### config.mk
export PLATFORM = sky130hd
export DESIGN_NAME = seq_detector_flat
export DESIGN_NICKNAME = d
export VERILOG_FILES = /design/src/rtl/seq_detector_pkg.sv /design/src/rtl/seq_detector_if.sv /design/src/rtl/seq_detector_core.sv /design/src/rtl/seq_detector.sv /design/src/flat_wrapper.sv
export SDC_FILE = /design/constraint.sdc
export NUM_CORES = 1
export LEC_CHECK = 0
export ABC_AREA = 0
export CORE_AREA = 2 2 39 41
export CTS_CLUSTER_SIZE = 14
export DETAILED_ROUTE_END_ITERATION = 10
export DIE_AREA = 0 0 41 43
export GPL_TIMING_DRIVEN = 0
export PLACE_DENSITY = 0.52
export SLEW_MARGIN = 10
export SYNTH_ARGS = -nofsm -noshare
export SYNTH_HDL_FRONTEND = slang
export SYNTH_SLANG_ARGS = --single-unit
### constraint.sdc
create_clock -name clk -period 2.6 [get_ports clk]
set_input_delay 0.26 -clock clk [delete_from_list [all_inputs] [get_ports clk]]
set_output_delay 0.26 -clock clk [all_outputs]
set_load 0.005 [all_outputs]
### src/rtl/seq_detector_pkg.sv
// Shared definitions for the serial sequence detector: default pattern
// geometry, the optional match-counter width and a fill-counter sizing helper.
package seq_detect_pkg;

  localparam int DEF_PATTERN_W = 5;
  localparam logic [DEF_PATTERN_W-1:0] DEF_PATTERN = 5'b10010;
  localparam int CNT_W = 16;

  // Bits needed for a counter that must be able to hold the value w itself.
  function automatic int fill_cnt_w(input int w);
    return $clog2(w + 1);
  endfunction

endpackage

### src/rtl/seq_detector_if.sv
// Serial-in / flag-out bundle between the upstream receiver and the detector.
// With SEQ_DETECT_CNT_EN defined the bundle also carries the running match count.
interface seq_detector_if;
  import seq_detect_pkg::*;

  logic din;
  logic flag;
`ifdef SEQ_DETECT_CNT_EN
  logic [CNT_W-1:0] match_cnt;

  modport master (output din, input flag, input match_cnt);
  modport slave  (input din, output flag, output match_cnt);
`else
  modport master (output din, input flag);
  modport slave  (input din, output flag);
`endif

endinterface

### src/rtl/seq_detector_core.sv
// Matching core: keeps the last PATTERN_W-1 received bits plus a saturating
// count of bits seen since reset (or since the last restart when matches may
// not overlap), and raises a combinational match when the newest bit
// completes the pattern over a fully primed history.
module seq_match_core
  import seq_detect_pkg::*;
#(
  parameter int                   PATTERN_W = DEF_PATTERN_W,
  parameter logic [PATTERN_W-1:0] PATTERN   = DEF_PATTERN,
  parameter bit                   OVERLAP   = 1'b1
) (
  input  logic clk,
  input  logic rst,
  input  logic din,
  output logic match
);

  localparam int FW = fill_cnt_w(PATTERN_W);
  localparam logic [FW-1:0] FILL_FULL   = FW'(PATTERN_W);
  localparam logic [FW-1:0] FILL_PRIMED = FW'(PATTERN_W - 1);

  logic [PATTERN_W-2:0] hist;
  logic [FW-1:0]        fill;
  logic [PATTERN_W-1:0] window;

  // The candidate window is the stored history with the bit arriving this edge
  // appended; the fill guard keeps the zeroed reset history from matching.
  assign window = {hist, din};
  assign match  = (fill >= FILL_PRIMED) && (window == PATTERN);

  // Shift history every edge; count fill up to saturation, restarting it on a
  // match when matches are not allowed to share bits.
  always_ff @(posedge clk or posedge rst) begin
    if (rst) begin
      hist <= '0;
      fill <= '0;
    end else begin
      hist <= window[PATTERN_W-2:0];
      if (!OVERLAP && match) begin
        fill <= '0;
      end else if (fill != FILL_FULL) begin
        fill <= fill + 1'b1;
      end
    end
  end

endmodule

### src/rtl/seq_detector.sv
// Serial bit-pattern detector top. Wraps the matching core, registers the
// one-cycle match flag and, when SEQ_DETECT_CNT_EN is defined, keeps a
// wrapping count of cycles on which the flag was high.
module seq_detector
  import seq_detect_pkg::*;
#(
  parameter int                   PATTERN_W = DEF_PATTERN_W,
  parameter logic [PATTERN_W-1:0] PATTERN   = DEF_PATTERN,
  parameter bit                   OVERLAP   = 1'b1
) (
  input  logic           clk,
  input  logic           rst,
  seq_detector_if.slave  bus
);

  logic match;
  logic flag_q;

  seq_match_core #(
    .PATTERN_W (PATTERN_W),
    .PATTERN   (PATTERN),
    .OVERLAP   (OVERLAP)
  ) u_core (
    .clk   (clk),
    .rst   (rst),
    .din   (bus.din),
    .match (match)
  );

  // Register the match so the flag is a clean pulse one cycle after the
  // edge that sampled the final pattern bit.
  always_ff @(posedge clk or posedge rst) begin
    if (rst) begin
      flag_q <= 1'b0;
    end else begin
      flag_q <= match;
    end
  end

  assign bus.flag = flag_q;

`ifdef SEQ_DETECT_CNT_EN
  logic [CNT_W-1:0] match_cnt_q;

  // Count every cycle the flag is high; natural wrap at the counter width.
  always_ff @(posedge clk or posedge rst) begin
    if (rst) begin
      match_cnt_q <= '0;
    end else if (flag_q) begin
      match_cnt_q <= match_cnt_q + 1'b1;
    end
  end

  assign bus.match_cnt = match_cnt_q;
`endif

endmodule

### src/flat_wrapper.sv
// flat-port wrapper written by rule: the top's interface ports become plain ports
module seq_detector_flat import seq_detect_pkg::*;
#(
  parameter int                   PATTERN_W = DEF_PATTERN_W,
  parameter logic [PATTERN_W-1:0] PATTERN   = DEF_PATTERN,
  parameter bit                   OVERLAP   = 1'b1
)
  (clk, rst, bus_din, bus_flag);
  seq_detector_if bus_i ();
  input  logic clk;
  input  logic rst;
  input wire logic [$bits(bus_i.din)-1:0] bus_din;
  output wire logic [$bits(bus_i.flag)-1:0] bus_flag;
  assign bus_i.din = bus_din;
  assign bus_flag = bus_i.flag;
  seq_detector #(.PATTERN_W(PATTERN_W), .PATTERN(PATTERN), .OVERLAP(OVERLAP)) u_core (.clk(clk), .rst(rst), .bus(bus_i));
endmodule
# After elaboration in Yosys (flattened, before gate mapping)
# Cells that the tools add are included.
[word_totals]
inputBits = 3
reg_bits = 8
[op_classes]
add_sub_neg = 1
n_eq_ne = 2
reduce_logical = 1
magnitude_cmp = 1
[op_table]
columns = ["operator", "n"]
rows = [
  ["5-bit == test (second input constant)", 1],
  ["3-bit by 1-bit adder with 3-bit output (second input constant)", 1],
  ["3-bit greater-or-equal comparator (second input constant)", 1],
  ["3-bit != test (second input constant)", 1],
  ["1-bit logical AND", 1],
]

# Depth between registers and ports, before layout
# Gate-level depths: netlist of run 1.
[logic_depth]
word_depth = 2
depth_mapped = 4
ltp_nobuf = 4

# Modules after synthesis
# A second synthesis of run 1 with hierarchy kept.
[unflattened]
cells_unflattened = 23
hier_area_um2 = 321.6
[modules_own_cells]
columns = ["mod", "cells_each", "area_per_inst_um2", "instances", "seq_area_each_um2"]
rows = [
  ["seq_match_core", 21, 292.8, 1, 175.2],
  ["seq_detector", 2, 28.8, 1, 25.0],
]

# Least setup slack after synthesis of run 1
# OpenSTA, ideal clock, no wires.
[synth_timing]
path_kind = "register -> register"
startpoint = "reg u_core.u_core.fill[0]"
endpoint = "reg u_core.u_core.fill[1]"
period_less_slack_ns = 1.080
required_time_ns = 2.475
setup_slack_ns = 1.520
arrival_time_ns = 0.955
path_buffers = 0
path_stages_with_launch = 4
path_cell_list = "dfrtp_1 > ha_1 > nand2_2 > mux2_4"
[synth_via]
elab_chain_cells = 1
[synth_rtl]
columns = ["item", "line_no", "rtl"]
rows = [
  ["start: declaration", "seq_detector_core.sv:23", "logic [FW-1:0] fill;"],
  ["start signal: assignment", "seq_detector_core.sv:42", "fill <= fill + 1'b1;"],
  ["3-bit by 1-bit adder with 3-bit output / 3-bit != test (equally long branches)", "seq_detector_core.sv:42, seq_detector_core.sv:41", ""],
]
# Parallel ways exist; a longest one is shown, timed or not.
# A chain may end at the register's enable or synchronous reset.

# Final worst setup path of run 1
[layout_timing]
startpoint = "reg u_core.flag_q, in the netlist u_core.bus.flag"
endpoint = "out bus_flag"
[layout_lines]
columns = ["item", "line_no", "rtl"]
rows = [
  ["start: declaration", "seq_detector.sv:17", "logic flag_q;"],
  ["start signal: assignment", "seq_detector.sv:36", "flag_q <= match;"],
  ["end: declaration", "flat_wrapper.sv:13", "output wire logic [$bits(bus_i.flag)-1:0] bus_flag;"],
]
# No word-level cell between the ends.

==> results of run 1 <==
==> area by class of cell <==
type / count / area, um2 / area share
Sequential cell: 8 / 200 / 0.513
Multi-Input combinational cell: 11 / 106 / 0.272
Tap cell: 16 / 20.0 / 0.0513
Inverter: 3 / 11.3 / 0.0288
Timing Repair Buffer: 3 / 30.0 / 0.0769
Clock buffer: 3 / 22.5 / 0.0577
==> routing by layer <==
layer | global-route usage | vias to the layer above
li1 | - | 83
met1 | 0.0695 | 80
met2 | 0.0906 | 4
met3 | 0.0628 | 0
met4 | 0.0600 | 0
met5 | 0 | -
==> sequential cells by signal, summed over array words and instances, names as in the netlist <==
| signal | count |
|---|---|
| u_core.bus.flag | 1 |
| u_core.u_core.fill | 3 |
| u_core.u_core.hist | 4 |
==> logic make-up (layout without fill, tap and decap cells) <==
kind of cell | Yosys count | count (layout) | share of synthesized area
buffers and inverters | 3 | 9 | 0.0354
multiplexers | 1 | 1 | 0.0472
AO/OA/AOI/OAI | 1 | 1 | 0.0157
AND/OR/NAND/NOR | 5 | 5 | 0.126
flip-flops | 8 | 8 | 0.630
adder cells (fa/ha/maj) | 3 | 3 | 0.118
XOR/XNOR | 1 | 1 | 0.0276
==> power by group <==
group	internal, mW	leakage (nW)	total (mW)	switching (mW)
logic	0.00393	0.0727	0.00742	0.00349
registers	0.128	0.0919	0.129	0.00131
clock network	0.0525	0.0138	0.0894	0.0369
total	0.184	0.178	0.226	0.0417
==> worst min path at each step <==
stage	startpoint	end	slack (ns)	cells past startpoint
2_1_floorplan	rst	u_core.bus.flag$_DFF_PP0_	0.08	1
3_5_place_dp	u_core.u_core.hist[1]$_DFF_PP0_	u_core.u_core.hist[2]$_DFF_PP0_	0.36	0
4_1_cts	rst	u_core.u_core.fill[2]$_DFFE_PP0P_	0.27	2
3_3_place_gp	u_core.u_core.hist[1]$_DFF_PP0_	u_core.u_core.hist[2]$_DFF_PP0_	0.36	0
5_1_grt	rst	u_core.u_core.fill[2]$_DFFE_PP0P_	0.29	2
6_report	rst	u_core.bus.flag$_DFF_PP0_	0.26	2
==> cell usage after synthesis <==
cell type and number:
nor2b_1 1, nor2_1 1, nand2_2 1, mux2_4 1
xnor2_1 1, nor3b_2 1, nand4bb_1 1, dfrtp_1 8
a21oi_1 1, inv_1 3, ha_1 3
==> metrics by stage <==
step	instance area, um2	hold slack [ns]
after floorplan	318	0.0757
after global placement	368	0.355
after detailed placement	368	0.363
after CTS	390	0.267
after global routing	390	0.287
final	390	0.263
==> metrics.cfg, run 1 <==
[outcome]
status = finished, final reports clean

[die]
die_area_um2 = 1760
io_pins = 4
die_y_um = 43
start_util = 0.230
std_cell_rows = 14
core_area_um2 = 1380
die_x_um = 41

[setup_path]
worstReg2RegEnd = u_core.u_core.fill[1]$_DFFE_PP0P_
critPathBufInv = 1
worstPathMaxFanout = 1
cp.required_ns = 2.34
startpoint = u_core.bus.flag$_DFF_PP0_
slowest_delay_ns = 0.49
cpLargestDelayFamily = buffers and inverters
critPathLaunchType = flop
cp-end-kind = output pin
reg2reg_depth = 4
crit_slowest_cell = clkdlybuf4s50_1
crit_end = bus_flag
crit_cells = 1
critical_path_arrival_ns = 1.05
regToRegSetupSlack_ns = 1.45
r2r_start = u_core.u_core.fill[1]$_DFFE_PP0P_
critPathKind = flop to output pin
path_cells = clkdlybuf4s50_1

[final_layout]
drive_above_1_share = 0.214
nFillCells = 145
insertedDiodeCount = 0
post-route-util = 0.282
fin_nets = 36
final_common_cell = dfrtp_1
syn2layout_area_growth_pct = 22.8
final_cell_mix = 8 x dfrtp_1, 3 x inv_1, 3 x ha_1, 3 x clkbuf_4, 3 x clkdlybuf4s50_1
instances_no_fill = 44

[synthesis]
synthDistinctLibCells = 11
synth_fp_nets = 28
synth_seq_cells = 8
yosys-top-cells-area = dfrtp_1 63%, ha_1 12%, mux2_4 4.7%
netlist_area_um2 = 318
synth_area_per_cell_um2 = 14.4
yosysSeqAreaShare = 0.630
yosysTopAreaCell = dfrtp_1
yosys_warnings = 0
yosys.area.top_type_share = 0.630
syn-instance-count = 22

[power_and_ir_drop]
power_mw = 0.226
peakVddDrop_mv = 0.147
power.leakage_nw = 0.178
power_density_nw_per_um2 = 579

[clock_network]
clk_latency_ns = 0.24
cts-root-buf = clkbuf_4
hold_buffers = 0
cts_buffer_depth = 2
post_cts_resized = 0
cts_sinks = 8
cts_inserted_buffers = 3
cts_tree = yes
post_cts_buffers = 0
clk_pin_slew_worst_paths_ns = 0.05
h-tree-depth = 1

[routing]
dr_wl_met3_um = 36
drc = 0
routed_via_density = 3.80
drtPass1Iterations = 2
wl_per_cell_um = 9.86
routed.top_layer = met3
vias = 167
met2_length_um = 218
drtIter0Drc = 4
ant_nets = 0
wl_met1_um = 178
totalWireLength_um = 434

[placed_design]
portBuffers = 3
place_inst = 41
globalplace.congestion = 0.589
dp_hpwl_um = 341
pre_cts_slack_ns = 1.46

[global_routing]
track_usage = 0.0719
grt_pass1_wl_um = 752
grt-ovfl-total = 0
grt_max_degree = 9
antenna_found_initial = 0
grt_pass1_vias = 182

[flow_run]
drv_cap = 0

[timing]
period_share = 0.504
rsz0062_at_grt = no
final-max-slew-violation-count = 0
worstMarginPinSlew_ns = 0.311
finClkSkew_ns = 0.00639
fin_setup_tns_ns = 0
slew_headroom = 0.792
hold_violations = 0
max_freq_mhz = 764
setup_slack_ns = 1.29
post-route-min-period_ns = 1.31
finalSetupViolCount = 0

[min_path]
hold_class = primary input to async pin

No activity file was read; power rests on OpenSTA's default activity.
==> run 2: changes to the inputs <==
==> constraint.sdc (replaced) <==
create_clock -name clk -period 1.32 [get_ports clk]
set_input_delay 0.132 -clock clk [delete_from_list [all_inputs] [get_ports clk]]
set_output_delay 0.132 -clock clk [all_outputs]
set_load 0.005 [all_outputs]
==> results of run 2 <==
Same layout as run 1 (identical final DEF). Status: finished, final reports clean.
Among the figures that moved: setup slack after placement 1.46 ns -> 0.177 ns; setup slack after layout 1.29 ns -> 0.138 ns; hold slack 0.263 ns -> 0.135 ns; register-to-register setup slack 1.45 ns -> 0.17 ns; total power 0.226 mW -> 0.446 mW; worst IR drop on VDD 0.147 mV -> 0.289 mV
==> run 3: changes to the inputs <==
--- a/config.mk
+++ b/config.mk
@@ -12,6 +12,7 @@
 export DIE_AREA = 0 0 41 43
 export GPL_TIMING_DRIVEN = 0
 export PLACE_DENSITY = 0.52
+export SKIP_CTS_REPAIR_TIMING = 1
 export SLEW_MARGIN = 10
 export SYNTH_ARGS = -nofsm -noshare
 export SYNTH_HDL_FRONTEND = slang
==> results of run 3 <==
Same layout as run 1 (identical final DEF). Status: finished, final reports clean.
Among the figures that moved: setup slack after placement 1.46 ns -> 0.177 ns; setup slack after layout 1.29 ns -> 0.138 ns; hold slack 0.263 ns -> 0.135 ns; register-to-register setup slack 1.45 ns -> 0.17 ns; total power 0.226 mW -> 0.446 mW; worst IR drop on VDD 0.147 mV -> 0.289 mV
